File: config.mk
export PLATFORM = sky130hd
export DESIGN_NAME = parity_frame_ctrl
export DESIGN_NICKNAME = d
export VERILOG_FILES = /design/src/rtl/parity_frame_ctrl.sv
export SDC_FILE = /design/constraint.sdc
export NUM_CORES = 1
export LEC_CHECK = 0
export BUFFER_PORTS_ARGS = -buffer_cell sky130_fd_sc_hd__buf_4
export CAP_MARGIN = 20
export CORE_MARGIN = 1.5
export CORE_UTILIZATION = 56
export CTS_BUF_LIST = sky130_fd_sc_hd__clkbuf_16
export DETAILED_ROUTE_END_ITERATION = 7
export PLACE_DENSITY = 0.81
export SYNTH_ARGS = -nofsm -noshare
export SYNTH_HDL_FRONTEND = slang
export SYNTH_SLANG_ARGS = --single-unit
File: constraint.sdc
create_clock -name clk -period 4.9 [get_ports clk]
set_input_delay 0.49 -clock clk [delete_from_list [all_inputs] [get_ports clk]]
set_output_delay 0.49 -clock clk [all_outputs]
set_load 0.02 [all_outputs]
File: src/rtl/parity_frame_ctrl.sv
// parity_frame_ctrl: accumulates parity over a framed word stream, checks the frame's parity bit and returns one result per frame
module parity_frame_ctrl #(
    parameter int DATA_W    = 4,
    parameter int MAX_BEATS = 16
) (
    input  logic                                 clk,
    input  logic                                 rst_n,
    input  logic                                 mode,
    input  logic [DATA_W-1:0]                    in_data,
    input  logic                                 in_valid,
    input  logic                                 in_last,
    input  logic                                 in_pbit,
    output logic                                 in_ready,
    output logic                                 res_valid,
    input  logic                                 res_ready,
    output logic                                 res_err,
    output logic                                 res_ovf,
    output logic                                 res_parity,
    output logic [$clog2(MAX_BEATS):0]           res_beats
);
    localparam int CNT_W = $clog2(MAX_BEATS) + 1;
    localparam logic [CNT_W-1:0] BEATS_MAX = CNT_W'(MAX_BEATS);

    typedef enum logic [1:0] {IDLE, ACCUM, REPORT} state_t;

    state_t           state, state_nxt;
    logic             acc, acc_nxt;
    logic             ovf, ovf_nxt;
    logic             mode_q, mode_nxt;
    logic [CNT_W-1:0] beats, beats_nxt;
    logic             first;
    logic             accept;

    assign in_ready  = state != REPORT;
    assign res_valid = state == REPORT;
    assign accept    = in_valid && in_ready;
    assign first     = state == IDLE;

    // The first beat restarts the frame registers; later beats fold into them and saturate the count.
    always_comb begin
        acc_nxt   = first ? ^in_data : acc ^ (^in_data);
        beats_nxt = first ? CNT_W'(1) : (beats == BEATS_MAX ? beats : beats + 1'b1);
        ovf_nxt   = first ? 1'b0 : (ovf | (beats == BEATS_MAX));
        mode_nxt  = first ? mode : mode_q;
        state_nxt = (state == REPORT) ? (res_ready ? IDLE : REPORT)
                                      : (accept ? (in_last ? REPORT : ACCUM) : state);
    end

    always_ff @(posedge clk or negedge rst_n) begin
        if (!rst_n) begin
            state      <= IDLE;
            acc        <= 1'b0;
            ovf        <= 1'b0;
            mode_q     <= 1'b0;
            beats      <= '0;
            res_err    <= 1'b0;
            res_ovf    <= 1'b0;
            res_parity <= 1'b0;
            res_beats  <= '0;
        end else begin
            state <= state_nxt;
            if (accept) begin
                acc    <= acc_nxt;
                ovf    <= ovf_nxt;
                mode_q <= mode_nxt;
                beats  <= beats_nxt;
                if (in_last) begin
                    res_parity <= acc_nxt;
                    res_err    <= (acc_nxt ^ in_pbit ^ mode_nxt) | ovf_nxt;
                    res_ovf    <= ovf_nxt;
                    res_beats  <= beats_nxt;
                end
            end
        end
    end
endmodule
### After elaboration in Yosys (flattened, before gate mapping)

Cells that the tools add are included.

* bitwise gates (word level): 5
* add/subtract/negate cells: 1
* equal/unequal tests: 3
* multiplexer cells: 9
* reductions and logical operators: 5

Operator list (number)
* $mux W5: 2
* $mux W2: 4
* $add A5 B1 Y5 const B: 1
* $eq A5 B5 Y1 const B: 1
* $reduce_xor A4 Y1: 1
* $mux W1: 3
* $xor A1 B1 Y1: 3
* $eq A2 B2 Y1 const B: 1
* $logic_not A2 Y1: 1
* $ne A2 B2 Y1 const B: 1
* $or A1 B1 Y1: 2
* $reduce_and A2 Y1: 1
* $reduce_bool A2 Y1: 1
* $logic_and A1 B1 Y1: 1

* register bits: 18
* logic and storage cells: 32
* output and inout port bits: 10
* bits of input ports: 11

### Longest topological paths before layout

Gate-level depths: netlist of the first run.

* word-level depth: 6
* gate-level depth with buffers: 7
* depth with buffers taken out: 6

### Worst setup path before layout of the first run

OpenSTA, ideal clock, no wires.

* path type: reg2reg
* start point: register beats[0]
* end point: register beats[3]
* path buffers: 1
* data arrival time: 1.471 ns
* setup time: 0.095 ns
* clock period less this slack: 1.566 ns
* cell stages (with the launch flop): 7
* data required time: 4.805 ns
* setup slack: 3.334 ns
* cell sequence: dfrtp_1 -> inv_1 -> ha_1 -> nor4bb_1 -> buf_2 -> or3_1 -> o31ai_1

* longest elaborated chain between the ends: 3
* elaborated cells on any way between the ends: 4
* those cells by class: add/sub: 1; eq/ne: 1; mux: 2

RTL lines
* start, declared: line 30 `logic [CNT_W-1:0] beats, beats_nxt;`
* start signal, assigned: line 66 `beats <= beats_nxt;`
* $add A5 B1 Y5 or $eq A5 B5 Y1 (tied branches): line 42 `beats_nxt = first ? CNT_W'(1) : (beats == BEATS_MAX ? beats : beats + 1'b1);`
* $mux W5 (*) (2 in a row): line 42

Mark *: on every way between the ends. The rest lies on a longest branch, timed or not.
A chain may end at the register's enable or synchronous reset.

### Final worst setup path of the first run

* start point: register beats[0]
* end point: register beats[2]

The elaborated chain is that of the path after synthesis.

==> results of run 1 <==
==> layout by cell type (no fill, tap or decap), types with 2 or more instances in the layout <==
cell	instances
sky130_fd_sc_hd__a21oi_1	4
sky130_fd_sc_hd__a221oi_1	2
sky130_fd_sc_hd__buf_4	21
sky130_fd_sc_hd__clkbuf_16	3
sky130_fd_sc_hd__dfrtp_1	18
sky130_fd_sc_hd__ha_1	2
sky130_fd_sc_hd__inv_1	5
sky130_fd_sc_hd__nand2_1	15
sky130_fd_sc_hd__nand2b_1	3
sky130_fd_sc_hd__nand3_1	4
sky130_fd_sc_hd__nor2_1	4
sky130_fd_sc_hd__nor3b_1	2
sky130_fd_sc_hd__o21ai_0	7
sky130_fd_sc_hd__o31ai_1	2
sky130_fd_sc_hd__o41ai_1	2
sky130_fd_sc_hd__xnor2_1	4
sky130_fd_sc_hd__xor2_1	4
==> power by group <==
| group | leakage, nW | internal [mW] | total, mW | switching, mW |
|---|---|---|---|---|
| Combinational | 0.326 | 0.140 | 0.301 | 0.162 |
| Clock | 0.0385 | 0.108 | 0.160 | 0.0516 |
| Sequential | 0.228 | 0.207 | 0.264 | 0.0561 |
==> flip-flops by register name (all words and copies together) (netlist names) <==
signal / count
beats: 5
res_beats: 5
state: 2
acc: 1
mode_q: 1
ovf: 1
res_err: 1
res_ovf: 1
res_parity: 1
==> cells in the mapped netlist (all sizes together) <==
library cell	number	area share
a2111o	1	0.011
a21boi	1	0.0076
a21o	1	0.0076
a21oi	4	0.020
a221oi	2	0.018
a22o	1	0.0089
a22oi	1	0.0076
a32o	1	0.010
and3	1	0.0064
buf	2	0.010
clkbuf	2	0.0076
dfrtp	18	0.46
ha	2	0.025
inv	5	0.019
mux2	1	0.011
nand2	15	0.057
nand2b	3	0.019
nand3	4	0.020
nor2	4	0.015
nor3	1	0.0051
nor3b	2	0.015
nor4bb	1	0.010
o2111a	1	0.011
o2111ai	1	0.0089
o21ai	7	0.036
o22ai	1	0.0064
o31ai	2	0.015
o32a	1	0.010
o41ai	2	0.018
or2	1	0.0064
or3	1	0.0064
xnor2	5	0.052
xnor3	1	0.023
xor2	4	0.036
==> critical path, cell delays in order (launching register included) <==
cell and delay (ns):
sky130_fd_sc_hd__dfrtp_1 0.43, sky130_fd_sc_hd__inv_1 0.12, sky130_fd_sc_hd__ha_1 0.15, sky130_fd_sc_hd__nor4bb_1 0.60, sky130_fd_sc_hd__buf_4 0.27, sky130_fd_sc_hd__nor3_1 0.05
sky130_fd_sc_hd__o21ai_0 0.16, sky130_fd_sc_hd__o21ai_0 0.10
==> stage by stage <==
stage,cell area [sq um],power [mW],utilization
after global routing,1224,0.7747,0.7762
final,1224,0.7249,0.7762
after global placement,1145,0.5561,0.7262
after floorplan,984.7,0.4625,-
after CTS,1224,0.7283,0.7762
after detailed placement,1145,0.5644,0.7262
==> kinds of logic after synthesis <==
group / count (synthesis)
muxes: 1
xor gates and xnor gates: 10
AOI/OAI and AO/OA: 27
adders and majority gates: 2
and+or+nand+nor: 33
buffers and inverters: 9
DFF: 18
==> final timing paths <==
path | startpoint | end | slack (ns)
min reg2reg | res_parity$_DFFE_PN0P_ | res_parity$_DFFE_PN0P_ | 0.48
max | beats[0]$_DFFE_PN0N_ | beats[2]$_DFFE_PN0N_ | 2.91
max reg2reg | beats[0]$_DFFE_PN0N_ | beats[2]$_DFFE_PN0N_ | 2.91
min | rst_n | res_parity$_DFFE_PN0P_ | 0.10
min in group clk | res_ready | state[1]$_DFFE_PN0P_ | 0.44
max in group asynchronous | rst_n | beats[4]$_DFFE_PN0N_ | 4.60
==> metal layers <==
| layer | vias up | track usage | wire length [um] |
|---|---|---|---|
| li1 | 402 | - | - |
| met1 | 373 | 0.2887 | 895 |
| met2 | 20 | 0.3686 | 932 |
| met3 | 4 | 0.03600 | 64 |
| met4 | 0 | 0.08235 | 28 |
| met5 | - | 0 | 0 |
==> final cells by class <==
class / instances / area share
clock buffer: 3 / 0.06135
clock inverter: 1 / 0.003067
inverter: 5 / 0.01534
multi-input combinational: 73 / 0.4070
sequential: 18 / 0.3681
tap: 16 / 0.01636
timing repair buffer: 21 / 0.1288
==> results.ini, run 1 <==
[yosys]
syn-mean-instance-area_sq_um = 9.847
post_synth_mux_area_share = 0.01144
syn_nets = 113
synth_seq_cells = 18
syn_area_sq_um = 984.7
synth-seq-area-share = 0.4574
post_synth_inst_count = 100
synth_top_family_by_area = compound AO/OA/AOI/OAI gates
post_synth_num_cell_types = 35
post_synth_adder_cell_area = 0.02541
synth-compound-area-share = 0.1970
synth-simple-area-share = 0.1614
synth_xor_area_frac = 0.1105
synth.yosys.warnings = 0

[floorplanning]
num_io_pins = 21
core-area_sq_mm = 0.001577
die-height_um = 44.94
die-width_um = 44.94
rows = 14
initial_utilization = 0.6246
die_area_sq_mm = 0.002019

[worst_setup_path]
worstPathArrival_ns = 2.11
timing_worst_setup_path_type = register to register
crit_path_start_kind = register
worstRegToRegCells = 7
cp_max_fo = 6
worstPathRequired_ns = 5.02
cp-end-kind = register

[cells_and_area]
areaGrowthSynthToFinish_pct = 24.27
insertedDiodeCount = 0
drive_gt1_frac = 0.2231
multi_input_comb_area_sq_um = 498.0
layout.cells.non_filler = 137
final-seq-area_sq_um = 450.4
final_net_count = 135
fill_cells = 114

[clock_tree]
post_cts_hold_buffer_count = 0
cts_tree = done
post_cts_resize_count = 0
cts_root_buffer = sky130_fd_sc_hd__clkbuf_16
post-cts-setup-buffers = 0
worst_skew_pair.late_latency_ns = 0.24
cts_buffers = 3
number_of_h_tree_branching_levels = 1
clk_pin_slew_worst_setup_hold_paths_ns = 0.05
cts-root-to-sink-buffers = 2
tritoncts_num_sinks = 18

[hold_path]
type_of_the_tightest_min_delay_check = input pin to async pin

[run]
maxCapViolations = 0

[sta]
setup_viol = 0
totalNegativeSetupSlack_ns = 0
max_slew_margin = 0.4980
slew_violations = 0
setup_slack_ns = 2.907
rsz0062_at_grt = no
fmaxAchievable_mhz = 501.7
worst_clock_skew_ns = 0.002350
timing.hold.ws_ns = 0.1009
hold_viol = 0
clock_period_minus_worst_slack_ns = 1.993
post-route-period-util = 0.4068
max_slew.worst_pin.slew_ns = 0.7429

[pwr]
worst_ir_drop_on_vdd_mv = 0.3819
leakagePower_nw = 0.5921
p_per_area_mw_per_mm2 = 592.4

[detailed_routing]
routed_wl_mm = 1.920
drt_first_pass_iters = 4
detail_route.iter0.violations = 18
post_drt_wl_per_cell_um = 14.01
detailroute.via_count = 799
ant_nets = 0
detail_route.drc_violations = 0
vias_per_cell = 5.832

[global_route]
first_global_vias = 749
grt_first_pass_wirelength_mm = 3.222
grt_antenna_before_repair = 0
track_usage = 0.2213
grt_overflow = 0
largest_net_degree_at_the_start_of_global_routing = 19

[placement]
port-buffer-count = 20
place.detailed.instances = 133
place_worst_setup_slack_ns = 2.942
gp_congestion = 0.8010
hpwl_mm = 1.447

[run_status]
run_status = finished, final reports clean

No activity file was read; power rests on OpenSTA's default activity.
==> inputs of run 2 (changes only) <==
ABC_AREA = 1   (was unset)
CORE_UTILIZATION = 48   (was 56)
PLACE_DENSITY = 0.73   (was 0.81)
clock period = 1.7 ns   (was 4.9 ns; I/O delays follow)
==> run 2 against run 1 <==
Compared with the run above:
- die area increased by 22%
- register-to-register slack lost 2.6 ns
- power rose by 140%
- clock power rose to 2.8 times the previous value
- critical path depth up 1
- setup slack worse by 2.6 ns
- area after synthesis increased by 5.6%
- combinational power is 110% higher
- worst hold slack better by 0.0068 ns
==> results.ini, run 2 <==
[run_status]
run_status = finished, final reports clean

[floorplanning]
initial_utilization = 0.5194  ; -0.1052
rows = 16  ; +2
die-height_um = 49.54  ; +10%
num_io_pins = 21  ; unchanged
die_area_sq_mm = 0.002454  ; +22%
die-width_um = 49.54  ; +10%
core-area_sq_mm = 0.002002  ; +27%

[worst_setup_path]
worstPathArrival_ns = 1.56  ; -0.55 ns
crit_path_start_kind = register
worstRegToRegCells = 8  ; +1
reg2reg_slack_ns = 0.32  ; -2.58 ns
cp_max_fo = 5  ; -1
cp-end-kind = register
rr_endpoint = res_err$_DFFE_PN0P_
worstPathRequired_ns = 1.88  ; -3.14 ns
crit-reg2reg-launch = beats[0]$_DFFE_PN0N_
timing_worst_setup_path_type = register to register

[detailed_routing]
detail_route.iter0.violations = 44  ; +26
routed_wl_mm = 1.980  ; +3.1%
drt_first_pass_iters = 4  ; unchanged
post_drt_wl_per_cell_um = 10.82  ; -23%
detailroute.via_count = 899  ; +13%
detail_route.drc_violations = 0  ; unchanged
ant_nets = 0  ; unchanged
vias_per_cell = 4.913  ; -16%

[yosys]
synth-simple-area-share = 0.3562  ; +0.1948
synth_seq_cells = 18  ; unchanged
syn-mean-instance-area_sq_um = 7.818  ; -21%
synth-compound-area-share = 0.07581  ; -0.1211
synth_top_cells_by_count = 53 x sky130_fd_sc_hd__nand2_1, 18 x sky130_fd_sc_hd__dfrtp_1, 17 x sky130_fd_sc_hd__inv_1
synth_ff_type = sky130_fd_sc_hd__dfrtp_1
synth_top_family_by_area = simple AND/OR/NAND/NOR gates
synth_area_leaders = sky130_fd_sc_hd__dfrtp_1 43%, sky130_fd_sc_hd__nand2_1 19%, sky130_fd_sc_hd__inv_1 6.1%
synth_top_area_share = 0.4332  ; -0.02422
synthArstFlopShare = 1.000  ; unchanged
syn_area_sq_mm = 0.001040  ; +5.6%
syn_nets = 146  ; +29%
synth.most_common_cell = sky130_fd_sc_hd__nand2_1
synth.largest_area_cell = sky130_fd_sc_hd__dfrtp_1
synth_enable_flop_cells = 0  ; unchanged
synth_xor_area_frac = 0.02527  ; -0.08528
post_synth_num_cell_types = 24  ; -31%
synth.yosys.warnings = 0  ; unchanged
post_synth_inst_count = 133  ; +33%
post_synth_adder_cell_area = 0.02407  ; -0.001346
synth-seq-area-share = 0.4332  ; -0.02422
post_synth_mux_area_share = 0  ; -0.01144

[cells_and_area]
biggestRegsByFlops = beats x5, res_beats x5, state x2
final-seq-area_sq_um = 450.4  ; unchanged
layout.cells.most_common_list = 53 x sky130_fd_sc_hd__nand2_1, 20 x sky130_fd_sc_hd__buf_4, 18 x sky130_fd_sc_hd__dfrtp_1, 17 x sky130_fd_sc_hd__inv_1, 10 x sky130_fd_sc_hd__nand3_1
multi_input_comb_area_sq_um = 500.5  ; +0.50%
layout_commonest_cell = sky130_fd_sc_hd__nand2_1
areaGrowthSynthToFinish_pct = 24.79
layout.cells.non_filler = 183  ; +34%
insertedDiodeCount = 0  ; unchanged
fill_cells = 191  ; +68%
final_net_count = 171  ; +27%
layout.core_utilization = 0.6481  ; -0.1281
drive_gt1_frac = 0.2372  ; +0.01404
post_route_cell_area_sq_mm = 0.001297  ; +6.0%

[sta]
setup_viol = 0  ; unchanged
hold_viol = 0  ; unchanged
setup_slack_ns = 0.3228  ; -2.584 ns
totalNegativeSetupSlack_ns = 0  ; unchanged
rsz0062_at_grt = no
max_slew.worst_pin.slew_ns = 0.2397  ; -0.5032 ns
clock_period_minus_worst_slack_ns = 1.377  ; -0.6159 ns
fmaxAchievable_mhz = 726.1  ; +45%
worst_clock_skew_ns = 0.003577  ; +0.001227 ns
timing.hold.ws_ns = 0.1077  ; +0.006785 ns
slew_violations = 0  ; unchanged
max_slew_margin = 0.8402  ; +0.3422
post-route-period-util = 0.8101  ; +0.4033

[clock_tree]
clk_pin_slew_worst_setup_hold_paths_ns = 0.05  ; about the same
number_of_h_tree_branching_levels = 1  ; unchanged
post_cts_hold_buffer_count = 1  ; +1
cts_tree = done
post_cts_resize_count = 0  ; unchanged
cts_buffers = 3  ; unchanged
worst_skew_pair.late_latency_ns = 0.25  ; about the same
tritoncts_num_sinks = 18  ; unchanged
post-cts-setup-buffers = 0  ; unchanged
cts_root_buffer = sky130_fd_sc_hd__clkbuf_16
cts-root-to-sink-buffers = 2  ; unchanged

[placement]
place.detailed.instances = 179  ; +35%
place_worst_setup_slack_ns = 0.3726  ; -2.570 ns
gp_congestion = 0.8722  ; +8.9%
placedInstanceArea_sq_mm = 0.001212  ; +5.9%
hpwl_mm = 1.508  ; +4.2%
port-buffer-count = 20  ; unchanged

[hold_path]
min_path_cells = 2
hold_sp = in_last
hold-path-endpoint = state[0]$_DFFE_PN0P_
type_of_the_tightest_min_delay_check = input pin to register

[pwr]
switching_share = 0.3532  ; -0.01874
leakagePower_nw = 0.7268  ; +23%
worst_ir_drop_on_vdd_mv = 0.8926  ; +130%
internal_power_mw = 1.110  ; +140%
total_power_mw = 1.716  ; +140%
seq_power_share = 0.368  ; +0.004
p_comb_frac = 0.368  ; -0.048
p_per_area_mw_per_mm2 = 1322  ; +120%
power.switching_mw = 0.6060  ; +120%
share_clk_of_total_power = 0.264  ; +0.043

[global_route]
track_usage = 0.1826  ; -0.03871
largest_net_degree_at_the_start_of_global_routing = 19  ; unchanged
first_global_vias = 836  ; +12%
grt_overflow = 0  ; unchanged
grt_antenna_before_repair = 0  ; unchanged
grt_first_pass_wirelength_mm = 3.456  ; +7.3%

[run]
maxCapViolations = 0  ; unchanged

run 2: cell families after synthesis:
kind of cell	Yosys count
XOR/XNOR	3
flip-flops	18
adder cells (fa/ha/maj)	2
buffers and inverters	21
AO/OA/AOI/OAI	13
AND/OR/NAND/NOR	76
run 2: area by class of cell:
| class | instances | share of cell area |
|---|---|---|
| clock buffer | 3 | 0.05786 |
| inverter | 20 | 0.05979 |
| multi-input combinational | 94 | 0.3857 |
| sequential | 18 | 0.3472 |
| tap | 27 | 0.02604 |
| timing repair buffer | 21 | 0.1234 |
run 2: power groups by stage:
| stage | logic [mW] | clock network [mW] | registers (mW) |
|---|---|---|---|
| finish | 0.631 | 0.453 | 0.632 |
| global route | 0.707 | 0.485 | 0.655 |
| CTS | 0.636 | 0.461 | 0.632 |
| detailed placement | 0.632 | 0 | 0.639 |
| global placement | 0.616 | 0 | 0.632 |
| floorplan | 0.367 | 0 | 0.695 |
run 2: worst max path at each step:
stage | startpoint | to | cells past startpoint
after CTS | beats[0]$_DFFE_PN0N_ | res_err$_DFFE_PN0P_ | 8
after global placement | beats[0]$_DFFE_PN0N_ | res_err$_DFFE_PN0P_ | 8
after floorplan | state[1]$_DFFE_PN0P_ | res_beats[2]$_DFFE_PN0P_ | 7
after global routing | beats[0]$_DFFE_PN0N_ | res_err$_DFFE_PN0P_ | 8
after detailed placement | beats[0]$_DFFE_PN0N_ | res_err$_DFFE_PN0P_ | 8
final | beats[0]$_DFFE_PN0N_ | res_err$_DFFE_PN0P_ | 8
run 2: worst max-delay path, cell delays in order (launching register included):
cell and delay (ns):
sky130_fd_sc_hd__dfrtp_1 0.43, sky130_fd_sc_hd__inv_1 0.11, sky130_fd_sc_hd__ha_1 0.17, sky130_fd_sc_hd__nand3_1 0.14
sky130_fd_sc_hd__a21oi_1 0.21, sky130_fd_sc_hd__nand2_1 0.11, sky130_fd_sc_hd__nand2_1 0.07, sky130_fd_sc_hd__inv_1 0.03
sky130_fd_sc_hd__nand2_1 0.05
run 2: routing by layer:
metal / vias to the layer above / track usage / wire (um)
met5: - / 0 / 0
met4: 0 / 0.03704 / 0
met2: 25 / 0.3044 / 976
met3: 0 / 0.05455 / 101
li1: 459 / - / -
met1: 415 / 0.2344 / 901
==> inputs of run 3 (changes only) <==
CORE_UTILIZATION = 53   (was 48)
PLACE_DENSITY = 0.76   (was 0.73)
clock period = 1.3 ns   (was 1.7 ns; I/O delays follow)
==> run 3 against run 2 <==
Compared with the run above:
- via count rose by 0.67%
- core utilization rose by 13 points
- design area rose by 6.5%
- largest cell class unchanged
- largest power group is now combinational logic
- highest routed layer is now met4
==> results.ini, run 3 (same netlist as run 2, synthesis figures left out) <==
[worst_setup_path]
worstPathCellList = inv_2, nand2_4, nand2_8, nor2_8, buf_4, nand2_2, nand2_1, inv_1, nand2_1
crit_path_start_kind = register
cp_max_fo = 10  ; +5
crit_path_frequent_cell = sky130_fd_sc_hd__nand2_1
cp-end-kind = register
worstPathRequired_ns = 1.44  ; -0.44 ns
timing_worst_setup_path_type = register to register
reg2reg_slack_ns = 0.04  ; -0.28 ns
worstPathArrival_ns = 1.40  ; -0.16 ns
cpPeakStageDelay_ns = 0.41  ; -0.02 ns
slowest_stage = sky130_fd_sc_hd__dfrtp_1

[floorplanning]
rows = 15  ; -1
initial_utilization = 0.5832  ; +0.06378
core-area_sq_mm = 0.001783  ; -11%
die-width_um = 47.29  ; -4.5%
die_area_sq_mm = 0.002236  ; -8.9%
num_io_pins = 21  ; unchanged
die-height_um = 47.29  ; -4.5%

[clock_tree]
cts_root_buffer = sky130_fd_sc_hd__clkbuf_16
worst_skew_pair.late_latency_ns = 0.25  ; about the same
clk_pin_slew_worst_setup_hold_paths_ns = 0.05  ; about the same
number_of_h_tree_branching_levels = 1  ; unchanged
cts_tree = done
tritoncts_num_sinks = 18  ; unchanged
cts_buffers = 3  ; unchanged
cts-root-to-sink-buffers = 2  ; unchanged

[sta]
post-route-period-util = 0.9683  ; +0.1582
clock_period_minus_worst_slack_ns = 1.259  ; -0.1184 ns
fmaxAchievable_mhz = 794.4  ; +9.4%
max_slew.worst_pin.slew_ns = 0.2641  ; +0.02449 ns
max_slew_margin = 0.8237  ; -0.01652
hold_viol = 0  ; unchanged
slew_violations = 0  ; unchanged
setup_viol = 0  ; unchanged
worst_clock_skew_ns = 0.003463  ; -0.0001147 ns

[cells_and_area]
layout.cells.most_common_list = 51 x sky130_fd_sc_hd__nand2_1, 24 x sky130_fd_sc_hd__buf_4, 16 x sky130_fd_sc_hd__inv_1, 16 x sky130_fd_sc_hd__dfrtp_1, 9 x sky130_fd_sc_hd__nand3_1
layout_commonest_cell = sky130_fd_sc_hd__nand2_1
drive_gt1_frac = 0.3168  ; +0.07959
areaGrowthSynthToFinish_pct = 32.85
fill_cells = 128  ; -33%
final_net_count = 175  ; +2.3%
layout.cells.non_filler = 186  ; +1.6%
biggestRegsByFlops = beats x5, res_beats x5, state x2
layout.core_utilization = 0.7747  ; +0.1266
insertedDiodeCount = 0  ; unchanged

[hold_path]
type_of_the_tightest_min_delay_check = input pin to register

[global_route]
grt_antenna_before_repair = 0  ; unchanged
grt_overflow = 0  ; unchanged
grt_first_pass_wirelength_mm = 3.111  ; -10%
track_usage = 0.2040  ; +0.02137
first_global_vias = 750  ; -10%
largest_net_degree_at_the_start_of_global_routing = 19  ; unchanged

[detailed_routing]
routed_wl_mm = 2.153  ; +8.7%
detail_route.drc_violations = 0  ; unchanged
ant_nets = 0  ; unchanged
vias_per_cell = 4.866  ; -0.96%
drt_first_pass_iters = 5  ; +1
detail_route.iter0.violations = 32  ; -27%
post_drt_wl_per_cell_um = 11.58  ; +7.0%
detailroute.via_count = 905  ; +0.67%

[pwr]
seq_power_share = 0.343  ; -0.025
p_comb_frac = 0.407  ; +0.039
share_clk_of_total_power = 0.250  ; -0.014
worst_ir_drop_on_vdd_mv = 1.488  ; +67%
power.switching_mw = 0.8729  ; +44%
leakagePower_nw = 0.7487  ; +3.0%
p_per_area_mw_per_mm2 = 1739  ; +32%
switching_share = 0.3634  ; +0.01012
internal_power_mw = 1.530  ; +38%

[run]
maxCapViolations = 0  ; unchanged

[run_status]
run_status = finished, final reports clean

[placement]
port-buffer-count = 20  ; unchanged
place.detailed.instances = 179  ; unchanged
gp_congestion = 0.9066  ; +3.9%
hpwl_mm = 1.468  ; -2.6%

==> run 3: area by class of cell <==
type	instances	area, sq um	area share
well taps	25	31.28	0.02265
clock inverters	1	3.754	0.002717
flip-flops and latches	18	452.9	0.3279
clock buffers	3	75.07	0.05435
repair buffers	25	190.2	0.1377
multi-input cells	94	550.5	0.3986
inverters	20	77.57	0.05616
==> run 3: metrics by stage <==
| step | total power, mW | instance area (sq um) | setup TNS, ns | setup WS, ns | hold slack, ns |
|---|---|---|---|---|---|
| 2_1_floorplan | 1.389 | 1040 | 0 | 0.1343 | -0.1656 |
| 3_3_place_gp | 1.662 | 1225 | 0 | 0.08737 | 0.008589 |
| 3_5_place_dp | 1.689 | 1225 | 0 | 0.03106 | 0.007669 |
| 4_1_cts | 2.306 | 1318 | 0 | 0.005158 | 0.09134 |
| 5_1_grt | 2.546 | 1381 | -0.06816 | -0.03415 | 0.1027 |
| 6_report | 2.402 | 1381 | 0 | 0.04121 | 0.08434 |
==> run 3: path summary, 6_finish.rpt <==
check	startpoint	to	depth (start not counted)
setup / recovery	state[0]$_DFFE_PN0P_	res_err$_DFFE_PN0P_	9
hold / removal	in_last	state[0]$_DFFE_PN0P_	2
setup reg to reg	state[0]$_DFFE_PN0P_	res_err$_DFFE_PN0P_	9
hold reg to reg	res_beats[1]$_DFFE_PN0P_	res_beats[1]$_DFFE_PN0P_	2
max in group asynchronous	rst_n	beats[0]$_DFFE_PN0N_	2
min in group asynchronous	rst_n	res_parity$_DFFE_PN0P_	2
==> run 3: worst max-delay path: cells and delay by family, from the launching register on <==
kind          cells  cell delay, ns
buf+inv           3            0.33
flops             1            0.41
simple gates      6            0.42
==> run 3: power by group through the flow <==
stage / Clock (mW) / Sequential [mW] / Combinational (mW)
detailed placement: 0 / 0.819 / 0.870
global placement: 0 / 0.813 / 0.849
finish: 0.600 / 0.824 / 0.978
CTS: 0.614 / 0.812 / 0.881
global route: 0.633 / 0.842 / 1.07
floorplan: 0 / 0.909 / 0.480
==> run 3: routing by layer <==
metal,wire [um],vias to the layer above,global-route usage
li1,-,471,-
met1,963,401,0.2819
met2,1054,28,0.2838
met3,102,5,0.06923
met4,32,0,0.1000
met5,0,-,0
==> run 3: repair_timing <==
action | in CTS | in global routing
pin swaps | 0 | 3
endpoints found under the setup margin | 1 | 7
hold endpoints to repair | 18 | 0
gates resized for setup | 1 | 13
buffers inserted | 0 | 2
hold buffers | 1 | 0
